--- config.mk ---
export PLATFORM = sky130hd
export DESIGN_NAME = gclk_stability_monitor
export DESIGN_NICKNAME = d
export VERILOG_FILES = /design/src/rtl/gclk_stability_monitor.sv
export SDC_FILE = /design/constraint.sdc
export NUM_CORES = 1
export LEC_CHECK = 0
export ABC_AREA = 0
export CAP_MARGIN = 20
export CORE_MARGIN = 5
export CORE_UTILIZATION = 46
export DETAILED_ROUTE_END_ITERATION = 6
export PLACE_DENSITY_LB_ADDON = 0.3
export SYNTH_ARGS = -nofsm -noshare
export SYNTH_HDL_FRONTEND = slang
export SYNTH_SLANG_ARGS = --single-unit
--- constraint.sdc ---
create_clock -name clk -period 3.5 [get_ports clk]
set_clock_uncertainty 0.15 [all_clocks]
set_input_delay 1.05 -clock clk [delete_from_list [all_inputs] [get_ports clk]]
set_output_delay 1.05 -clock clk [all_outputs]
set_load 0.01 [all_outputs]
--- src/rtl/gclk_stability_monitor.sv ---
// Multi-channel registered equivalent of the $steady/$changed/$rising/$falling_gclk
// sampled-value functions, with a minimum-stable-time rule and violation accounting.
module gclk_stability_monitor #(
    parameter int WIDTH      = 8,
    parameter int CHANNELS   = 4,
    parameter int MIN_STABLE = 3,
    parameter int CNT_W      = 16
) (
    input  logic                      clk,
    input  logic                      rst,
    input  logic [CHANNELS*WIDTH-1:0] sig_i,
    input  logic [CHANNELS-1:0]       en_i,
    input  logic                      clr_i,
    output logic [CHANNELS-1:0]       steady_o,
    output logic [CHANNELS-1:0]       changed_o,
    output logic [CHANNELS-1:0]       rose_o,
    output logic [CHANNELS-1:0]       fell_o,
    output logic [CHANNELS-1:0]       viol_o,
    output logic [CHANNELS-1:0]       err_o,
    output logic [CNT_W-1:0]          viol_cnt_o
);

    localparam int RUN_W = (MIN_STABLE > 0) ? $clog2(MIN_STABLE + 1) : 1;
    localparam int PC_W  = $clog2(CHANNELS + 1);
    localparam int SUM_W = ((CNT_W > PC_W) ? CNT_W : PC_W) + 1;
    localparam logic [RUN_W-1:0] RUN_MAX = RUN_W'(MIN_STABLE);
    localparam bit CHECK_EN = (MIN_STABLE > 0);

    // Saturating run-length increment; run never exceeds RUN_MAX.
    function automatic logic [RUN_W-1:0] run_inc(input logic [RUN_W-1:0] r);
        if (r == RUN_MAX)
            return RUN_MAX;
        return r + 1'b1;
    endfunction

    function automatic logic [PC_W-1:0] popcount(input logic [CHANNELS-1:0] v);
        logic [PC_W-1:0] n;
        n = '0;
        for (int k = 0; k < CHANNELS; k++)
            n = n + PC_W'(v[k]);
        return n;
    endfunction

    // Counter add that clamps at all-ones instead of wrapping.
    function automatic logic [CNT_W-1:0] sat_add(input logic [CNT_W-1:0] base,
                                                 input logic [PC_W-1:0]  inc);
        logic [SUM_W-1:0] sum;
        sum = SUM_W'(base) + SUM_W'(inc);
        if (sum[SUM_W-1:CNT_W] != '0)
            return {CNT_W{1'b1}};
        return sum[CNT_W-1:0];
    endfunction

    logic [WIDTH-1:0]    prev_p1 [CHANNELS];
    logic [RUN_W-1:0]    run_p1  [CHANNELS];
    logic [CHANNELS-1:0] hv_p1;

    logic [WIDTH-1:0]    prev_p0 [CHANNELS];
    logic [RUN_W-1:0]    run_p0  [CHANNELS];
    logic [CHANNELS-1:0] hv_p0;
    logic [CHANNELS-1:0] steady_p0;
    logic [CHANNELS-1:0] changed_p0;
    logic [CHANNELS-1:0] rose_p0;
    logic [CHANNELS-1:0] fell_p0;
    logic [CHANNELS-1:0] viol_p0;
    logic [WIDTH-1:0]    cur;
    logic                diff;

    // Stage p0: compare each channel's sample against its history
    always_comb begin
        prev_p0    = prev_p1;
        run_p0     = run_p1;
        hv_p0      = hv_p1;
        steady_p0  = '0;
        changed_p0 = '0;
        rose_p0    = '0;
        fell_p0    = '0;
        viol_p0    = '0;
        cur        = '0;
        diff       = 1'b0;
        for (int i = 0; i < CHANNELS; i++) begin
            cur  = sig_i[i*WIDTH +: WIDTH];
            diff = (cur != prev_p1[i]);
            if (en_i[i]) begin
                prev_p0[i] = cur;
                hv_p0[i]   = 1'b1;
                if (!hv_p1[i]) begin
                    // Priming: no history yet, so the first change afterwards is legal.
                    run_p0[i] = RUN_MAX;
                end else begin
                    steady_p0[i]  = ~diff;
                    changed_p0[i] = diff;
                    rose_p0[i]    = ~prev_p1[i][0] & cur[0];
                    fell_p0[i]    = prev_p1[i][0] & ~cur[0];
                    if (diff) begin
                        viol_p0[i] = CHECK_EN && (run_p1[i] != RUN_MAX);
                        run_p0[i]  = '0;
                    end else begin
                        run_p0[i] = run_inc(run_p1[i]);
                    end
                end
            end else begin
                hv_p0[i]  = 1'b0;
                run_p0[i] = RUN_MAX;
            end
        end
    end

    // Stage p1: registered flags, history and violation accounting
    always_ff @(posedge clk or posedge rst) begin
        if (rst) begin
            hv_p1      <= '0;
            steady_o   <= '0;
            changed_o  <= '0;
            rose_o     <= '0;
            fell_o     <= '0;
            viol_o     <= '0;
            err_o      <= '0;
            viol_cnt_o <= '0;
            for (int i = 0; i < CHANNELS; i++) begin
                prev_p1[i] <= '0;
                run_p1[i]  <= RUN_MAX;
            end
        end else begin
            hv_p1     <= hv_p0;
            steady_o  <= steady_p0;
            changed_o <= changed_p0;
            rose_o    <= rose_p0;
            fell_o    <= fell_p0;
            viol_o    <= viol_p0;
            // A violation coinciding with clear survives the clear.
            err_o      <= (clr_i ? '0 : err_o) | viol_p0;
            viol_cnt_o <= sat_add(clr_i ? '0 : viol_cnt_o, popcount(viol_p0));
            for (int i = 0; i < CHANNELS; i++) begin
                prev_p1[i] <= prev_p0[i];
                run_p1[i]  <= run_p0[i];
            end
        end
    end

endmodule

# Yosys cells after proc, flatten, opt, wreduce, memory -nomap -nowiden
# Index checks and enable logic that the tools add are counted.
[word_totals] regBits=84 inputBits=39 out_inout_bits=40 wordCells=146
[op_classes] n_addsub=8 eq_ne=12 muxes=89 bitwise=21
[op_table] op="$mux W1" n=65
[op_table] op="$mux W16" n=3
[op_table] op="$mux W2" n=20
[op_table] op="$ne A8 B8 Y1" n=4
[op_table] op="$add A16 B3 Y17" n=1
[op_table] op="$not A1 Y1" n=12
[op_table] op="$add A2 B1 Y2 const B" n=4
[op_table] op="$and A1 B1 Y1" n=8
[op_table] op="$eq A2 B2 Y1 const B" n=4
[op_table] op="$ne A2 B2 Y1 const B" n=4
[op_table] op="$mux W4" n=1
[op_table] op="$or A4 B4 Y4" n=1
[op_table] op="$add A2 B1 Y3" n=1
[op_table] op="$add A3 B1 Y3" n=1
[op_table] op="$add A1 B1 Y2" n=1

# Logic depth before layout (Yosys ltp)
[logic_depth] depth_word=10 ltp_mapped=14 ltp_nobuf=13

# Worst setup path after synthesis
# Ideal clock, no wire load.
[synth_timing] path_type="input to register" startpoint="input port sig_i[5]" endpoint="register viol_cnt_o[15]" setup_ns=0.111 t_arrival_ns=3.858 required_ns=3.239 slack_ns=-0.619 cell_stages=13 n_path_buf=0 path_cell_list="xor2_1 -> nor4_1 -> nand4_1 -> and3_1 -> fa_1 -> inv_1 -> fa_1 -> inv_1 -> fa_1 -> and3_1 -> and3_4 -> nor3b_2 -> a2111oi_2"
[synth_via] elab_chain_len=10
[synth_lines] element="start, declared" line="11" rtl="input logic [CHANNELS*WIDTH-1:0] sig_i,"
[synth_lines] element="$ne A8 B8 Y1 *" line="83" rtl="diff = (cur != prev_p1[i]);"
[synth_lines] element="$mux W1 *" line="95" rtl="if (diff) begin"
[synth_lines] element="$mux W1 *" line="87" rtl="if (!hv_p1[i]) begin"
[synth_lines] element="$mux W1 *" line="84" rtl="if (en_i[i]) begin"
[synth_lines] element="via viol_p0[0]" line="65" rtl="logic [CHANNELS-1:0] viol_p0;"
[synth_lines] element="$add A1 B1 Y2 *" line="40" rtl="n = n + PC_W'(v[k]);"
[synth_lines] element="$add A2 B1 Y3 *" line="40"
[synth_lines] element="$add A3 B1 Y3 *" line="40"
[synth_lines] element="$add A16 B3 Y17 *" line="48" rtl="sum = SUM_W'(base) + SUM_W'(inc);"
[synth_lines] element="$mux W1" line="49" rtl="if (sum[SUM_W-1:CNT_W] != '0)"
[synth_lines] element="$mux W16 *" line="51" rtl="return sum[CNT_W-1:0];"
[synth_lines] element="end signal, assigned" line="133" rtl="viol_cnt_o <= sat_add(clr_i ? '0 : viol_cnt_o, popcount(viol_p0));"
[synth_lines] element="end, declared" line="20" rtl="output logic [CNT_W-1:0] viol_cnt_o"
# The timed path passes the listed nets; every way through them passes the cells marked *.
# A chain may end at the register's enable or synchronous reset.

# Final worst setup path
[layout_timing] startpoint="input port sig_i[13]" endpoint="register viol_cnt_o[14]"
# The elaborated chain is that of the path after synthesis.

==> results.yml <==
synthesis:
  netlist_area_um2: 3770
  syn-num-nets: 362
  synth_cell_types: 44
  syn_inst: 311
  yosys-top-cells-count: "76 x dfrtp_1, 28 x mux2_2, 24 x nand2_1"
  yosysWarnings: 0
  async_flop_share: 1.00
  yosysMostFrequentCell: "dfrtp_1"
  synth.area.top_cells: "dfrtp_1 50%, mux2_2 8.4%, dfstp_2 5.6%"
  avgSynthCellArea_um2: 12.1
  ys_seq_area_frac: 0.560
  synth_top_area_frac: 0.504
  synth_edf_count: 0
  yosysTopAreaCell: "dfrtp_1"
  synth-seq-cells: 84
  ys.flop_type: "dfrtp_1"
cts:
  h-tree-depth: 3
  root_buffer: "clkbuf_8"
  clk_pin_slew_ns: 0.08
  cts-buffers-inserted: 9
  insertion_delay_ns: 0.34
  clock_path_buffers: 2
  tritoncts: "yes"
  clock_sinks: 84
  hold_buffers: 0
setup_path:
  required_ns: 3.58
  slowest_stage: "fa_1"
  reg2reg_depth: 14
  path_cells: "buf_2 -> xor2_1 -> nor4_1 -> nand4_1 -> and3_4 -> fa_1 -> inv_2 -> fa_2 -> inv_2 -> fa_2 -> and3_4 -> buf_6 -> nand4_1 -> nor4b_2 -> nor3_1"
  critPathKind: "in -> reg"
  startpoint_type: "input port"
  r2r-end: "viol_cnt_o[14]$_DFF_PP0_"
  rrSetupSlack_ns: 0
  end_kind: "flip-flop"
  reg2reg_from: "prev_p1[6]$_DFFE_PP0P_"
  max_stage_delay_ns: 0.49
  critPathArrivalTime_ns: 3.96
  worstPathMaxFanout: 3
pwr:
  power_density_nw_per_um2: 397
  ir_worst_vdd_mv: 0.271
  p_leak_nw: 2.46
  p_total_mw: 2.13
sta:
  worst_pin_slew_ns: 0.474
  slew_headroom: 0.684
  fmaxAchievable_mhz: 258
  hold_viol: 0
  final-max-slew-violation-count: 0
  fin_crit_ns: 3.88
  finalSetupViolCount: 16
  period_share: 1.11
  fin_setup_tns_ns: -3.40
  setup_ws_ns: -0.379
  grt_setup_unrepaired: "yes"
  whs_ns: 0.361
placed_design:
  gp_congestion: 0.831
  hpwl_um: 5610
  dpl_worst_slack_ns: -1.15
  port_buffers: 78
job:
  maxCapViolCount: 0
cells_and_area:
  post-route-util: 0.663
  syn_to_final_growth_pct: 42.3
  fin_nets: 491
  antennaDiodeCount: 0
  fill_cells: 645
  drive_gt1_frac: 0.306
floorplanning:
  ios: 79
  die_x_um: 101
  rows: 33
  core_um2: 8090
  start_util: 0.466
  dieHeight_um: 101
  die-area_um2: 10100
run_status:
  violations: "setup timing"
  status: "finished with violations"
drt:
  dr.pass1.iters: 4
  ant_nets: 0
  routedWlPerCell_um: 14.8
  wl_um: 8140
  via_count: 2768
  vias_per_cell: 5.03
  drt_iter0_markers: 74
  drc: 0
global_routing:
  grt_usage: 0.165
  overflow: 0
  antenna_found_initial: 0
  grt_pass1_wl_um: 13200
  grt_pass1_vias: 2820
  grt_max_degree: 61
worst_hold_path:
  worstHoldPathType: "reg -> reg"
  hold_end: "err_o[0]$_DFF_PP0_"
  min_from: "err_o[0]$_DFF_PP0_"
  holdPathStages: 1
==> critical path, delay by kind of cell <==
kind	cells	cell delay (ns)
xor+xnor	1	0.13
fa+ha+maj	3	1.02
buf+inv	4	0.31
simple gates	7	1.44
==> final cells by class <==
class / instances / area (um^2) / area share
repair buffers: 124 / 1150 / 0.215
multi-input cells: 206 / 1690 / 0.315
inverters: 15 / 57.6 / 0.0107
well taps: 105 / 131 / 0.0245
clock buffers: 9 / 124 / 0.0231
clock inverters: 7 / 98.8 / 0.0184
flip-flops and latches: 84 / 2110 / 0.394
==> routing by layer <==
metal,global-route usage,wire length (um)
met5,0,0
met4,0.0570,109
met3,0.0415,393
met2,0.286,4370
met1,0.199,3270
==> kinds of logic (layout without fill, tap and decap cells) <==
group	count (synthesis)	in the layout	share of synthesized area
AND/OR/NAND/NOR	92	92	0.134
flip-flops	84	84	0.560
XOR/XNOR	35	35	0.0813
multiplexers	30	30	0.0889
buffers and inverters	21	155	0.0212
AO/OA/AOI/OAI	37	37	0.0684
adder cells (fa/ha/maj)	12	12	0.0458
==> how the worst max path moves through the flow <==
stage,start,to,slack [ns],depth (start not counted)
after floorplan,sig_i[6],viol_cnt_o[10]$_DFF_PP0_,-0.40,14
after global placement,sig_i[6],viol_cnt_o[6]$_DFF_PP0_,-1.11,14
after detailed placement,sig_i[6],viol_cnt_o[6]$_DFF_PP0_,-1.15,14
after CTS,sig_i[29],viol_cnt_o[15]$_DFF_PP0_,-0.47,15
after global routing,sig_i[5],viol_cnt_o[14]$_DFF_PP0_,-0.56,15
final,sig_i[13],viol_cnt_o[14]$_DFF_PP0_,-0.38,15
==> sequential cells by signal (all words and copies together) (netlist names) <==
name	cells
prev_p1	32
viol_o	4
fell_o	4
steady_o	4
changed_o	4
err_o	4
hv_p1	4
viol_cnt_o	16
rose_o	4
run_p1	8
==> metrics by stage <==
step / area, um^2 / std cells
after floorplan: 3800 / 311
after global placement: 4900 / 515
after detailed placement: 4900 / 515
after CTS: 5350 / 552
after global routing: 5370 / 550
final: 5370 / 550
==> placed cells by master (no fill, tap or decap), types with 8 or more instances in the layout <==
cell	n
nand2_1	22
buf_6	18
ha_1	9
xnor2_1	15
dfstp_2	8
clkdlybuf4s50_1	54
buf_4	30
dlygate4sd2_1	10
mux2_2	28
inv_1	11
dfrtp_1	76
xor2_1	19
clkbuf_8	9
nor2_1	11
and3_1	12
o21ai_0	16
==> where the power goes <==
part           internal, mW  leakage, nW  switching [mW]
combinational         0.165         1.30           0.128
sequential             1.04         1.05          0.0412
clock                 0.406        0.110           0.353
==> timing repair <==
| item | in CTS | in global routing |
|---|---|---|
| gates resized for setup | 69 | 26 |
| gates cloned | 0 | 0 |
| setup endpoints to repair | 16 | 21 |
| setup buffers | 21 | 1 |
| pin swaps | 20 | 15 |
Power figures use the tool's default switching activity.
